`src/rtl/iic_slave_regif.sv`:
```
// I2C target exposing a 16-bit-addressed, 8-bit-wide register port.
// 7-bit device address, 2-byte register pointer (MSB first), auto-increment, no clock stretching.
module iic_slave_regif #(
   parameter logic [6:0]  DEV_ADDR = 7'h2B,
   parameter int unsigned FILT_LEN = 3
) (
   input  logic        clk,
   input  logic        rst_n,
   input  logic        scl_in,
   input  logic        sda_in,
   output logic        sda_out_en,
   output logic [15:0] reg_addr,
   output logic [7:0]  reg_wdata,
   output logic        reg_wr_en,
   output logic        reg_rd_en,
   input  logic [7:0]  reg_rdata,
   output logic        busy,
   output logic        nack_seen
);

   typedef enum logic [3:0] {
      S_IDLE, S_DEV, S_ADDR_H, S_ADDR_L, S_WDATA, S_ACK, S_RDATA, S_MACK, S_IGNORE
   } state_t;

   state_t              r_state, r_next;
   logic [1:0]          r_scl_sync, r_sda_sync;
   logic [FILT_LEN-1:0] r_scl_hist, r_sda_hist;
   logic                r_scl_f, r_sda_f, r_scl_q, r_sda_q;
   logic [7:0]          r_shift;
   logic [3:0]          r_bitcnt;
   logic                r_ack_on, r_rd_req, r_rd_pend;

   logic       w_scl_rise, w_scl_fall, w_start, w_stop;
   logic [7:0] w_byte;

   // Lines idle high, so the conditioning chain resets to 1 to avoid a false START on reset release.
   always_ff @(posedge clk or negedge rst_n) begin
      if (!rst_n) begin
         r_scl_sync <= '1;
         r_sda_sync <= '1;
         r_scl_hist <= '1;
         r_sda_hist <= '1;
         r_scl_f    <= 1'b1;
         r_sda_f    <= 1'b1;
         r_scl_q    <= 1'b1;
         r_sda_q    <= 1'b1;
      end else begin
         r_scl_sync <= {r_scl_sync[0], scl_in};
         r_sda_sync <= {r_sda_sync[0], sda_in};
         r_scl_hist <= {r_scl_hist[FILT_LEN-2:0], r_scl_sync[1]};
         r_sda_hist <= {r_sda_hist[FILT_LEN-2:0], r_sda_sync[1]};
         if (&r_scl_hist)       r_scl_f <= 1'b1;
         else if (~|r_scl_hist) r_scl_f <= 1'b0;
         if (&r_sda_hist)       r_sda_f <= 1'b1;
         else if (~|r_sda_hist) r_sda_f <= 1'b0;
         r_scl_q <= r_scl_f;
         r_sda_q <= r_sda_f;
      end
   end

   assign w_scl_rise = r_scl_f & ~r_scl_q;
   assign w_scl_fall = ~r_scl_f & r_scl_q;
   assign w_start    = r_scl_f & r_scl_q & r_sda_q & ~r_sda_f;
   assign w_stop     = r_scl_f & r_scl_q & ~r_sda_q & r_sda_f;
   assign w_byte     = {r_shift[6:0], r_sda_f};

   always_ff @(posedge clk or negedge rst_n) begin
      if (!rst_n) begin
         r_state    <= S_IDLE;
         r_next     <= S_IDLE;
         r_shift    <= '0;
         r_bitcnt   <= '0;
         r_ack_on   <= 1'b0;
         r_rd_req   <= 1'b0;
         r_rd_pend  <= 1'b0;
         sda_out_en <= 1'b0;
         reg_addr   <= '0;
         reg_wdata  <= '0;
         reg_wr_en  <= 1'b0;
         reg_rd_en  <= 1'b0;
         busy       <= 1'b0;
         nack_seen  <= 1'b0;
      end else begin
         reg_wr_en <= 1'b0;
         nack_seen <= 1'b0;
         reg_rd_en <= r_rd_req;
         r_rd_req  <= 1'b0;
         r_rd_pend <= reg_rd_en;
         // Read data is captured one clock after the request strobe.
         if (r_rd_pend) r_shift <= reg_rdata;
         if (reg_wr_en) reg_addr <= reg_addr + 16'd1;

         if (w_start) begin
            r_state    <= S_DEV;
            r_bitcnt   <= '0;
            sda_out_en <= 1'b0;
            busy       <= 1'b1;
         end else if (w_stop) begin
            r_state    <= S_IDLE;
            sda_out_en <= 1'b0;
            busy       <= 1'b0;
         end else begin
            case (r_state)
               S_DEV, S_ADDR_H, S_ADDR_L, S_WDATA: begin
                  if (w_scl_rise) begin
                     r_shift  <= w_byte;
                     r_bitcnt <= r_bitcnt + 4'd1;
                     if (r_bitcnt == 4'd7) begin
                        r_bitcnt <= '0;
                        r_ack_on <= 1'b0;
                        r_state  <= S_ACK;
                        if (r_state == S_DEV) begin
                           if (w_byte[7:1] == DEV_ADDR)
                              r_next <= w_byte[0] ? S_RDATA : S_ADDR_H;
                           else
                              r_state <= S_IGNORE;
                        end else if (r_state == S_ADDR_H) begin
                           reg_addr[15:8] <= w_byte;
                           r_next         <= S_ADDR_L;
                        end else if (r_state == S_ADDR_L) begin
                           reg_addr[7:0] <= w_byte;
                           r_next        <= S_WDATA;
                        end else begin
                           reg_wdata <= w_byte;
                           reg_wr_en <= 1'b1;
                           r_next    <= S_WDATA;
                        end
                     end
                  end
               end
               S_ACK: begin
                  if (w_scl_fall) begin
                     if (!r_ack_on) begin
                        sda_out_en <= 1'b1;
                        r_ack_on   <= 1'b1;
                        if (r_next == S_RDATA) r_rd_req <= 1'b1;
                     end else begin
                        r_ack_on <= 1'b0;
                        r_state  <= r_next;
                        r_bitcnt <= '0;
                        if (r_next == S_RDATA) begin
                           // The fall that ends the address ACK also drives the first data bit.
                           sda_out_en <= ~r_shift[7];
                           r_shift    <= {r_shift[6:0], 1'b0};
                           r_bitcnt   <= 4'd1;
                        end else begin
                           sda_out_en <= 1'b0;
                        end
                     end
                  end
               end
               S_RDATA: begin
                  if (w_scl_fall) begin
                     if (r_bitcnt == 4'd8) begin
                        sda_out_en <= 1'b0;
                        r_state    <= S_MACK;
                     end else begin
                        sda_out_en <= ~r_shift[7];
                        r_shift    <= {r_shift[6:0], 1'b0};
                        r_bitcnt   <= r_bitcnt + 4'd1;
                     end
                  end
               end
               S_MACK: begin
                  if (w_scl_rise) begin
                     reg_addr <= reg_addr + 16'd1;
                     r_bitcnt <= '0;
                     if (!r_sda_f) begin
                        r_rd_req <= 1'b1;
                        r_state  <= S_RDATA;
                     end else begin
                        nack_seen <= 1'b1;
                        r_state   <= S_IGNORE;
                     end
                  end
               end
               default: ;
            endcase
         end
      end
   end

endmodule

```
`config.mk`:
```
export PLATFORM = sky130hd
export DESIGN_NAME = iic_slave_regif
export DESIGN_NICKNAME = d
export VERILOG_FILES = /design/src/rtl/iic_slave_regif.sv
export SDC_FILE = /design/constraint.sdc
export NUM_CORES = 1
export LEC_CHECK = 0
export ABC_AREA = 1
export CORE_UTILIZATION = 57
export CTS_BUF_LIST = sky130_fd_sc_hd__clkbuf_4 sky130_fd_sc_hd__clkbuf_8 sky130_fd_sc_hd__clkbuf_16
export DETAILED_ROUTE_END_ITERATION = 8
export GPL_TIMING_DRIVEN = 0
export PLACE_DENSITY = 0.76
export SLEW_MARGIN = 20
export SYNTH_ARGS = -nofsm -noshare
export SYNTH_HDL_FRONTEND = slang
export SYNTH_SLANG_ARGS = --single-unit
export TNS_END_PERCENT = 1
```
`constraint.sdc`:
```
create_clock -name clk -period 1.96 [get_ports clk]
set_input_delay 0.196 -clock clk [delete_from_list [all_inputs] [get_ports clk]]
set_output_delay 0.196 -clock clk [all_outputs]
set_load 0.005 [all_outputs]
```
==> results of run 1 <==
[metal layers]
| metal | share of wire | wire length, um | GRT usage |
|---|---|---|---|
| met4 | 0.012 | 127 | 0.0956 |
| met3 | 0.062 | 645 | 0.0551 |
| met2 | 0.47 | 4860 | 0.516 |
| met1 | 0.46 | 4740 | 0.439 |
| met5 | 0 | 0 | 0 |
[logic make-up (layout without fill, tap and decap cells)]
kind of cell             count (synthesis)  count (layout)  share of synthesized area
XOR/XNOR                                 7               7                     0.0159
AO/OA/AOI/OAI                           95              95                      0.139
adder cells (fa/ha/maj)                  3               3                    0.00974
multiplexers                             2               2                    0.00520
flip-flops                              65              65                      0.427
AND/OR/NAND/NOR                        281             281                      0.322
buffers and inverters                   77             137                     0.0808
[worst paths after layout]
path,depth (start not counted),endpoint,slack (ps)
worst max-delay path,8,reg_addr[10]$_DFF_PN0_,110
worst min-delay path,1,r_sda_sync[0]$_DFF_PN1_,250
worst max register to register,8,reg_addr[10]$_DFF_PN0_,110
worst min register to register,0,r_sda_sync[1]$_DFF_PN1_,360
max in group asynchronous,3,r_scl_hist[2]$_DFF_PN1_,1140
min in group asynchronous,2,reg_addr[10]$_DFF_PN0_,270
[cells in the final DEF, fill, tap and decap left out, types with 3 or more instances in the layout]
cell type	synthesis	final
nand2_1	153	153
nand3_1	65	65
inv_1	60	60
o21ai_0	55	55
dfrtp_1	51	50
clkdlybuf4s50_1	0	39
nor2_1	28	25
a21oi_1	15	15
dfstp_2	14	14
nor3_1	9	9
nand4_1	9	9
clkbuf_8	0	9
buf_2	6	6
inv_2	6	6
nor2_4	4	6
o21bai_1	6	6
nand2_2	5	5
xor2_1	5	5
o21ai_1	4	4
nor2_2	2	3
nand3b_1	3	3
o22ai_1	3	3
o211ai_1	3	3
ha_1	3	3
clkinv_2	0	3
buf_4	0	3
[timing repair]
item,in CTS,in global routing
resized for setup,1,5
setup buffers,0,2
hold buffers,1,0
setup endpoints to repair,2,25
hold endpoints to repair,16,0
pin swaps,0,1
[per-stage QoR]
| stage | setup slack [ps] | area (um^2) |
|---|---|---|
| finish | 113 | 4610 |
| global route | -6.33 | 4610 |
| CTS | 26.7 | 4570 |
| detailed placement | -8.81 | 4380 |
| global placement | -1400 | 4350 |
| floorplan | 373 | 3850 |
[Yosys cell counts, drive strengths merged (2+ instances only)]
| cell | number |
|---|---|
| inv | 66 |
| o21ai | 61 |
| mux2i | 2 |
| o221ai | 2 |
| nor2 | 34 |
| dfstp | 14 |
| nand2 | 158 |
| ha | 3 |
| nand3 | 65 |
| dfrtp | 51 |
| clkbuf | 2 |
| o21bai | 6 |
| nand3b | 3 |
| buf | 9 |
| nand4 | 10 |
| xor2 | 5 |
| xnor2 | 2 |
| a21oi | 16 |
| o211ai | 4 |
| o22ai | 3 |
| nor3 | 9 |
[power by group]
group,switching (mW),internal [mW],leakage (nW)
logic,1.28,0.738,1.21
registers,0.312,1.62,0.843
clock network,0.545,0.543,0.0937
[sequential cells by signal, indices dropped and copies added (netlist names), 2 cells and up]
signal,count
r_bitcnt,4
r_next,3
r_scl_hist,3
r_scl_sync,2
r_sda_hist,3
r_sda_sync,2
r_shift,8
r_state,4
reg_addr,16
reg_wdata,8
[layout make-up]
class                   instances  area (um^2)
fillers                       540         1820
plain buffers                  11         63.8
clock buffers                  11          156
multi-input cells             388         1920
inverters                      66          248
flip-flops and latches         65         1650
repair buffers                 44          450
clock inverters                 5         30.0
well taps                      77         96.3
==> reports/metrics.cfg, run 1 <==
[drt]
wl_per_cell_um = 15.5
wl_mm = 10.4
via_per_inst = 5.70
dr.pass1.iters = 7
dr_total_vias = 3803
drcViolationCount = 8
final_antenna_net_count = 0
first_iter_violations = 288

[power_and_ir_drop]
ir_worst_vdd_v = 0.000775
fin_total_pwr_mw = 5.04
power_density_mw_per_mm2 = 1090
leakagePower_nw = 2.14

[worst_setup_path]
path_class = reg -> reg
arrival_ps = 2070
max_stage_delay_ps = 510
cp-end-kind = flip-flop
cp_top_family = simple AND/OR/NAND/NOR gates
crit_slowest_cell = dfrtp_1
crit_top_cell = nand2_1
crit_buf_inv = 0
start_kind = flip-flop
regToRegStartpoint = reg_addr[0]$_DFF_PN0_
critical_path_peak_fanout = 8
crit_start = reg_addr[0]$_DFF_PN0_
worstPathCellList = ha_1, nand2_1, nor2_2, nand3_1, nand2_1, nand2_1, nand3_1, nand4_1
required_ps = 2180

[grt]
grt_first_pass_wirelength_mm = 17.6
gr-total-overflow = 0
antenna_found_initial = 0
grtUsageTotal = 0.318
grt_max_degree = 50
first_global_vias = 3622

[hold_path]
holdCritStartpoint = sda_in
holdCritPathClass = in -> reg

[die]
fp-row-count = 29
start_util = 0.600
die_area_mm2 = 0.00709
die_y_um = 84.2
num_io_pins = 41
die-width_um = 84.2
core_area_mm2 = 0.00642

[synth]
syn_area_mm2 = 0.00385
syn_area_per_cell_um2 = 7.27
syn_nets = 545
yosysSeqAreaShare = 0.427
ys.warnings.count = 0
synthCells = 530
yosysTopAreaCellShare = 0.331
ys_seq_elements = 65
synth_area_leaders = dfrtp_1 (33%), nand2_1 (15%), dfstp_2 (9.5%)
yosysTopAreaCell = dfrtp_1
async_flop_share = 1.00
yosysUniqueCellTypes = 37
synthFlopType = dfrtp_1
synth_edf_count = 0

[sta]
period_needed_ps = 1850
max_freq_mhz = 541
worstMarginPinSlew_ps = 527
hold_violations = 0
tns_ps = 0
post-route-period-util = 0.942
maxSlewViolCount = 0
final-setup-viol-count = 0
clock_skew_ps = 8.82
relSlewSlack = 0.649
whs_ps = 254

[clock_network]
cts_root_buf = clkbuf_8
numCtsBuffers = 9
clk_latency_ps = 350
cts.clk_slew.worst_paths_ps = 70
cts_sinks = 65
cts_tree = built
clock_path_buffers = 2
htreeDepth = 3

[finish]
syn2layout_area_growth_pct = 19.5
n_antenna_cell = 0
instances_no_fill = 667
final_nets = 600
drive_gt1_frac = 0.117
final_util = 0.717

[placed_design]
place.gp.congestion = 0.932
port-buffer-count = 40
dp_cells = 648
hpwl_mm = 7.62

[run]
cap_violations = 0

[status]
violations = DRC
status = complete, but fails checks

Power figures use the tool's default switching activity.
==> run 2: changes to the inputs <==
Settings changed: ABC_AREA 1 to not set.
==> run 2 against run 1 <==
Effect of this change: largest power group is now registers; largest cell class unchanged; sequential power decreased by 19%; power decreased by 26%; critical path type unchanged; the flow now finishes without violations; synthesized area down 1.3%; synthesized cell count down 26%.
==> reports/metrics.cfg, run 2 <==
[status]
status = finished clean

[power_and_ir_drop]
ir_worst_vdd_v = 0.000597
p_comb_frac = 0.236
pwr-share-seq = 0.420
pwr-share-clk = 0.344
p_sw_frac = 0.325
leakagePower_nw = 2.00
internal-power_mw = 2.52
switchingPower_mw = 1.21
power_density_mw_per_mm2 = 771
fin_total_pwr_mw = 3.73

[finish]
multiInputGateArea_mm2 = 0.00215
register_area_mm2 = 0.00165
drive_gt1_frac = 0.254
final_util = 0.758
syn2layout_area_growth_pct = 27.2
final_nets = 474
top_regs = reg_addr: 16 flops, r_shift: 8 flops, reg_wdata: 8 flops
n_antenna_cell = 0
largest-register = reg_addr
largest_register_ffs = 16
fillers = 443
layout_common_cells = nand2_1 (46), dfrtp_1 (46), clkdlybuf4s50_1 (39)

[synth]
yosysUniqueCellTypes = 73
yosysTopAreaCell = dfrtp_1
synth_edf_count = 0
yosysSeqAreaShare = 0.432
yosysTopAreaCellShare = 0.335
syn_area_mm2 = 0.00380
synthFlopType = dfrtp_1
synthCells = 392
synth_area_leaders = dfrtp_1 (34%), dfstp_2 (9.7%), mux2i_1 (5.3%)
yosys.cell_count.top_type = dfrtp_1
syn_nets = 407
synthTopCellsByCount = dfrtp_1 (51), nand2_1 (47), nor2_1 (32), o21ai_0 (26), mux2i_1 (20)
syn_area_per_cell_um2 = 9.71
async_flop_share = 1.00
ys.warnings.count = 0
ys_seq_elements = 65

[worst_setup_path]
regToRegStartpoint = r_scl_q$_DFF_PN1_
crit_buf_inv = 4
crit_top_cell = buf_4
cp_top_family = flip-flops
required_ps = 2190
worstPathCellList = nor2b_4, buf_6, buf_4, a221oi_2, a2111oi_4, buf_4, buf_4, o211ai_1, o21ai_0
start_kind = flip-flop
arrival_ps = 2180
critical_path_peak_fanout = 7
crit_slowest_cell = dfstp_2
rr_worst_depth = 9
cp-end-kind = flip-flop
max_stage_delay_ps = 640
cp_num_cells = 9
path_class = reg -> reg
r2r_end = r_bitcnt[2]$_DFFE_PN0P_
ff2ff_setup_slack_ps = 20

[die]
die_area_mm2 = 0.00701
num_io_pins = 41
core_area_mm2 = 0.00639
fp-row-count = 29
die_y_um = 83.7
die-width_um = 83.7
start_util = 0.596

[hold_path]
holdCritPathClass = in -> reg
min_path_cells = 1
min_to = r_sda_sync[0]$_DFF_PN1_
holdCritStartpoint = sda_in

[drt]
dr_total_vias = 3428
first_iter_violations = 361
drcViolationCount = 0
wl_mm = 10.0
dr.pass1.iters = 5
via_per_inst = 6.34
wl_per_cell_um = 18.5
final_antenna_net_count = 0

[grt]
antenna_found_initial = 0
grtUsageTotal = 0.289
gr-total-overflow = 0
first_global_vias = 3183
grt_max_degree = 44
grt_first_pass_wirelength_mm = 15.9

[clock_network]
cts_tree = built
clock_path_buffers = 2
cts.clk_slew.worst_paths_ps = 80
clk_latency_ps = 350
htreeDepth = 3
numCtsBuffers = 9
cts_root_buf = clkbuf_8
cts_sinks = 65

[sta]
worstMarginPinSlew_ps = 577
clock_skew_ps = 8.30
relSlewSlack = 0.615
max_freq_mhz = 515
tns_ps = 0
final-setup-viol-count = 0
hold_violations = 0
post-route-period-util = 0.991
period_needed_ps = 1940
grt_setup_unrepaired = true
maxSlewViolCount = 0

[placed_design]
hpwl_mm = 6.61
place.gp.congestion = 0.868
port-buffer-count = 40

[run]
cap_violations = 0

[run 2: timing repair]
| action | CTS | global route |
|---|---|---|
| hold endpoints to repair | 22 | 0 |
| pin swaps | 4 | 8 |
| buffers inserted | 5 | 12 |
| hold buffers | 1 | 0 |
| endpoints found under the setup margin | 32 | 36 |
| resized for setup | 16 | 27 |
[run 2: per-layer routing]
metal,routed length [um],global-route usage,share of wire,vias up
met5,0,0,0,-
met4,193,0.103,0.019,0
met3,627,0.0702,0.063,28
met2,4510,0.426,0.45,164
met1,4670,0.414,0.47,1662
li1,-,-,-,1574
[run 2: worst max-delay path by stage]
| stage | start | to | slack, ps |
|---|---|---|---|
| floorplan | r_bitcnt[0]$_DFFE_PN0P_ | reg_addr[0]$_DFF_PN0_ | 80 |
| global placement | rst_n | reg_wdata[4]$_DFFE_PN0P_ | -1370 |
| detailed placement | r_bitcnt[0]$_DFFE_PN0P_ | reg_wdata[3]$_DFFE_PN0P_ | -250 |
| CTS | r_scl_f$_DFFE_PN1P_ | reg_addr[1]$_DFF_PN0_ | -50 |
| global route | r_state[0]$_DFFE_PN0P_ | r_state[0]$_DFFE_PN0P_ | -50 |
| finish | r_scl_q$_DFF_PN1_ | r_bitcnt[2]$_DFFE_PN0P_ | 20 |
[run 2: per-stage QoR]
stage / instances / worst slack, ps / instance area, um^2 / hold WS (ps)
floorplan: 392 / 76.0 / 3800 / -99.6
global placement: 509 / -1370 / 4300 / 346
detailed placement: 510 / -254 / 4320 / 118
CTS: 531 / -46.2 / 4640 / 247
global route: 541 / -46.5 / 4840 / 250
finish: 541 / 16.8 / 4840 / 253
[run 2: cells by family after synthesis]
logic type	count (synthesis)	synth area share
AOI/OAI and AO/OA	89	0.168
adders and majority gates	3	0.00987
buffers and inverters	29	0.0358
muxes	29	0.0793
xor gates and xnor gates	16	0.0368
DFF	65	0.432
and+or+nand+nor	161	0.238
[run 2: layout make-up]
type	instances	area share
Multi-Input combinational cell	298	0.444
Clock inverter	3	0.00491
Clock buffer	13	0.0427
Inverter	10	0.00776
Timing Repair Buffer	59	0.117
Sequential cell	65	0.341
Buffer	16	0.0225
Tap cell	77	0.0199
[run 2: power by group through the flow]
stage	logic, mW	registers, mW	clock network (mW)
after floorplan	0.552	1.53	0
after detailed placement	0.758	1.57	0
after global placement	0.740	1.57	0
final	0.881	1.57	1.28
after CTS	0.813	1.55	1.29
after global routing	0.956	1.58	1.35
==> run 3: changes to the inputs <==
Settings changed: SLEW_MARGIN 20 to 5.
==> run 3 against run 2 <==
Effect of this change: the run now ends with setup timing left; final cell count is 0.55% higher; largest power group unchanged; combinational power is 2% lower; die area stayed put; critical path type unchanged; sequential share of layout area is 0.25 points higher; clock power is 8% lower; wire length is 2.2% lower; final area is 0.80% lower; worst setup slack worse by 19 ps; fmax is 0.98% lower; utilization is 0.61 points lower; sequential cell count stayed put.
==> reports/metrics.cfg, run 3 (synthesis results as in run 2) <==
[status]
status = complete, but fails checks
violations = setup timing

[finish]
top_regs = reg_addr: 16 flops, r_shift: 8 flops, reg_wdata: 8 flops
final_util = 0.752
n_antenna_cell = 0
largest_register_ffs = 16
syn2layout_area_growth_pct = 26.1
layout_common_cells = nand2_1 (47), dfrtp_1 (47), clkdlybuf4s50_1 (39)
largest-register = reg_addr
final_nets = 477
finish.instance_area_mm2 = 0.00480
drive_gt1_frac = 0.251

[clock_network]
numCtsBuffers = 9
cts_sinks = 65
cts_tree = built
cts_root_buf = clkbuf_8
clock_path_buffers = 2
cts.clk_slew.worst_paths_ps = 80
clk_latency_ps = 360
htreeDepth = 3

[power_and_ir_drop]
power_density_mw_per_mm2 = 749
leakagePower_nw = 1.98
fin_total_pwr_mw = 3.60
ir_worst_vdd_v = 0.000628

[grt]
antenna_found_initial = 0
grt_first_pass_wirelength_mm = 15.4
grtUsageTotal = 0.281
first_global_vias = 3103
gr-total-overflow = 0
grt_max_degree = 66

[drt]
final_antenna_net_count = 0
drcViolationCount = 0
met3WireLength_um = 819
wl_per_cell_um = 18.0
met1_length_mm = 4.43
wl_met2_mm = 4.34
dr_total_vias = 3446
dr.pass1.iters = 5
wl_mm = 9.79
first_iter_violations = 362
via_per_inst = 6.33
highest_layer = met4

[sta]
setup_ws_ps = -2.37
relSlewSlack = 0.455
max_freq_mhz = 510
final-setup-viol-count = 1
whs_ps = 246
grt_setup_unrepaired = true
period_needed_ps = 1960
hold_violations = 0
clock_skew_ps = 9.03
post-route-period-util = 1.00
worstMarginPinSlew_ps = 818
maxSlewViolCount = 0

[die]
num_io_pins = 41
start_util = 0.596
core_area_mm2 = 0.00639
fp-row-count = 29
die_area_mm2 = 0.00701
die_y_um = 83.7
die-width_um = 83.7

[placed_design]
port-buffer-count = 40
hpwl_mm = 6.42
place_ws_ps = -265
place_area_mm2 = 0.00430
place.gp.congestion = 0.868

[hold_path]
holdCritPathClass = in -> reg
holdCritStartpoint = sda_in
min_to = r_sda_sync[0]$_DFF_PN1_
min_path_cells = 1

[worst_setup_path]
ff2ff_setup_slack_ps = -2
regToRegStartpoint = r_state[2]$_DFFE_PN0P_
start_kind = flip-flop
path_class = reg -> reg
critical_path_peak_fanout = 10
arrival_ps = 2190
cp-end-kind = flip-flop
rr_worst_depth = 7
r2r_end = reg_addr[11]$_DFF_PN0_
required_ps = 2190

[run]
cap_violations = 0

[run 3: cell type report]
| class | instances | area [um^2] |
|---|---|---|
| multi-input combinational | 298 | 2140 |
| timing repair buffer | 62 | 567 |
| clock inverter | 7 | 76.3 |
| fill | 469 | 1590 |
| tap | 77 | 96.3 |
| inverter | 10 | 37.5 |
| buffer | 16 | 109 |
| clock buffer | 9 | 124 |
| sequential | 65 | 1650 |
[run 3: power breakdown]
group	total, mW	switching [mW]	internal (mW)
registers	1.56	0.120	1.44
logic	0.861	0.506	0.355
clock network	1.18	0.579	0.599
total	3.60	1.21	2.39
[run 3: through the flow]
| stage | TNS, ps | cells |
|---|---|---|
| after global placement | -81930 | 509 |
| after global routing | -400 | 544 |
| after CTS | -593 | 529 |
| after detailed placement | -3980 | 509 |
| final | -2.37 | 544 |
| after floorplan | 0 | 392 |
[run 3: worst max-delay path, stage by stage, from the launching register on]
cell     delay (ps)
dfrtp_1         400
buf_4           180
buf_4           190
nor4b_4         330
nor3b_4         310
nor2_1           90
a31oi_2         230
o31ai_1         100
[run 3: worst max-delay path by stage]
stage                                  from                  endpoint  cells after the start
finish               r_state[2]$_DFFE_PN0P_    reg_addr[11]$_DFF_PN0_                      7
global route         r_state[2]$_DFFE_PN0P_    reg_addr[13]$_DFF_PN0_                      7
CTS                 r_bitcnt[0]$_DFFE_PN0P_  reg_wdata[3]$_DFFE_PN0P_                      5
detailed placement  r_bitcnt[0]$_DFFE_PN0P_  reg_wdata[3]$_DFFE_PN0P_                      5
global placement                      rst_n  reg_wdata[4]$_DFFE_PN0P_                      1
floorplan           r_bitcnt[0]$_DFFE_PN0P_     reg_addr[0]$_DFF_PN0_                      7
[run 3: routing by layer]
metal  GRT usage  vias up
li1            -     1584
met1       0.404     1667
met2       0.411      169
met3      0.0732       26
met4      0.0986        0
met5           0        -
[run 3: repair_timing]
item	CTS	global route
hold endpoints to repair	51	0
gates resized for setup	14	27
buffers inserted	4	17
endpoints found under the setup margin	31	39
cloned	0	0
pin swaps	4	5
hold buffers	1	0
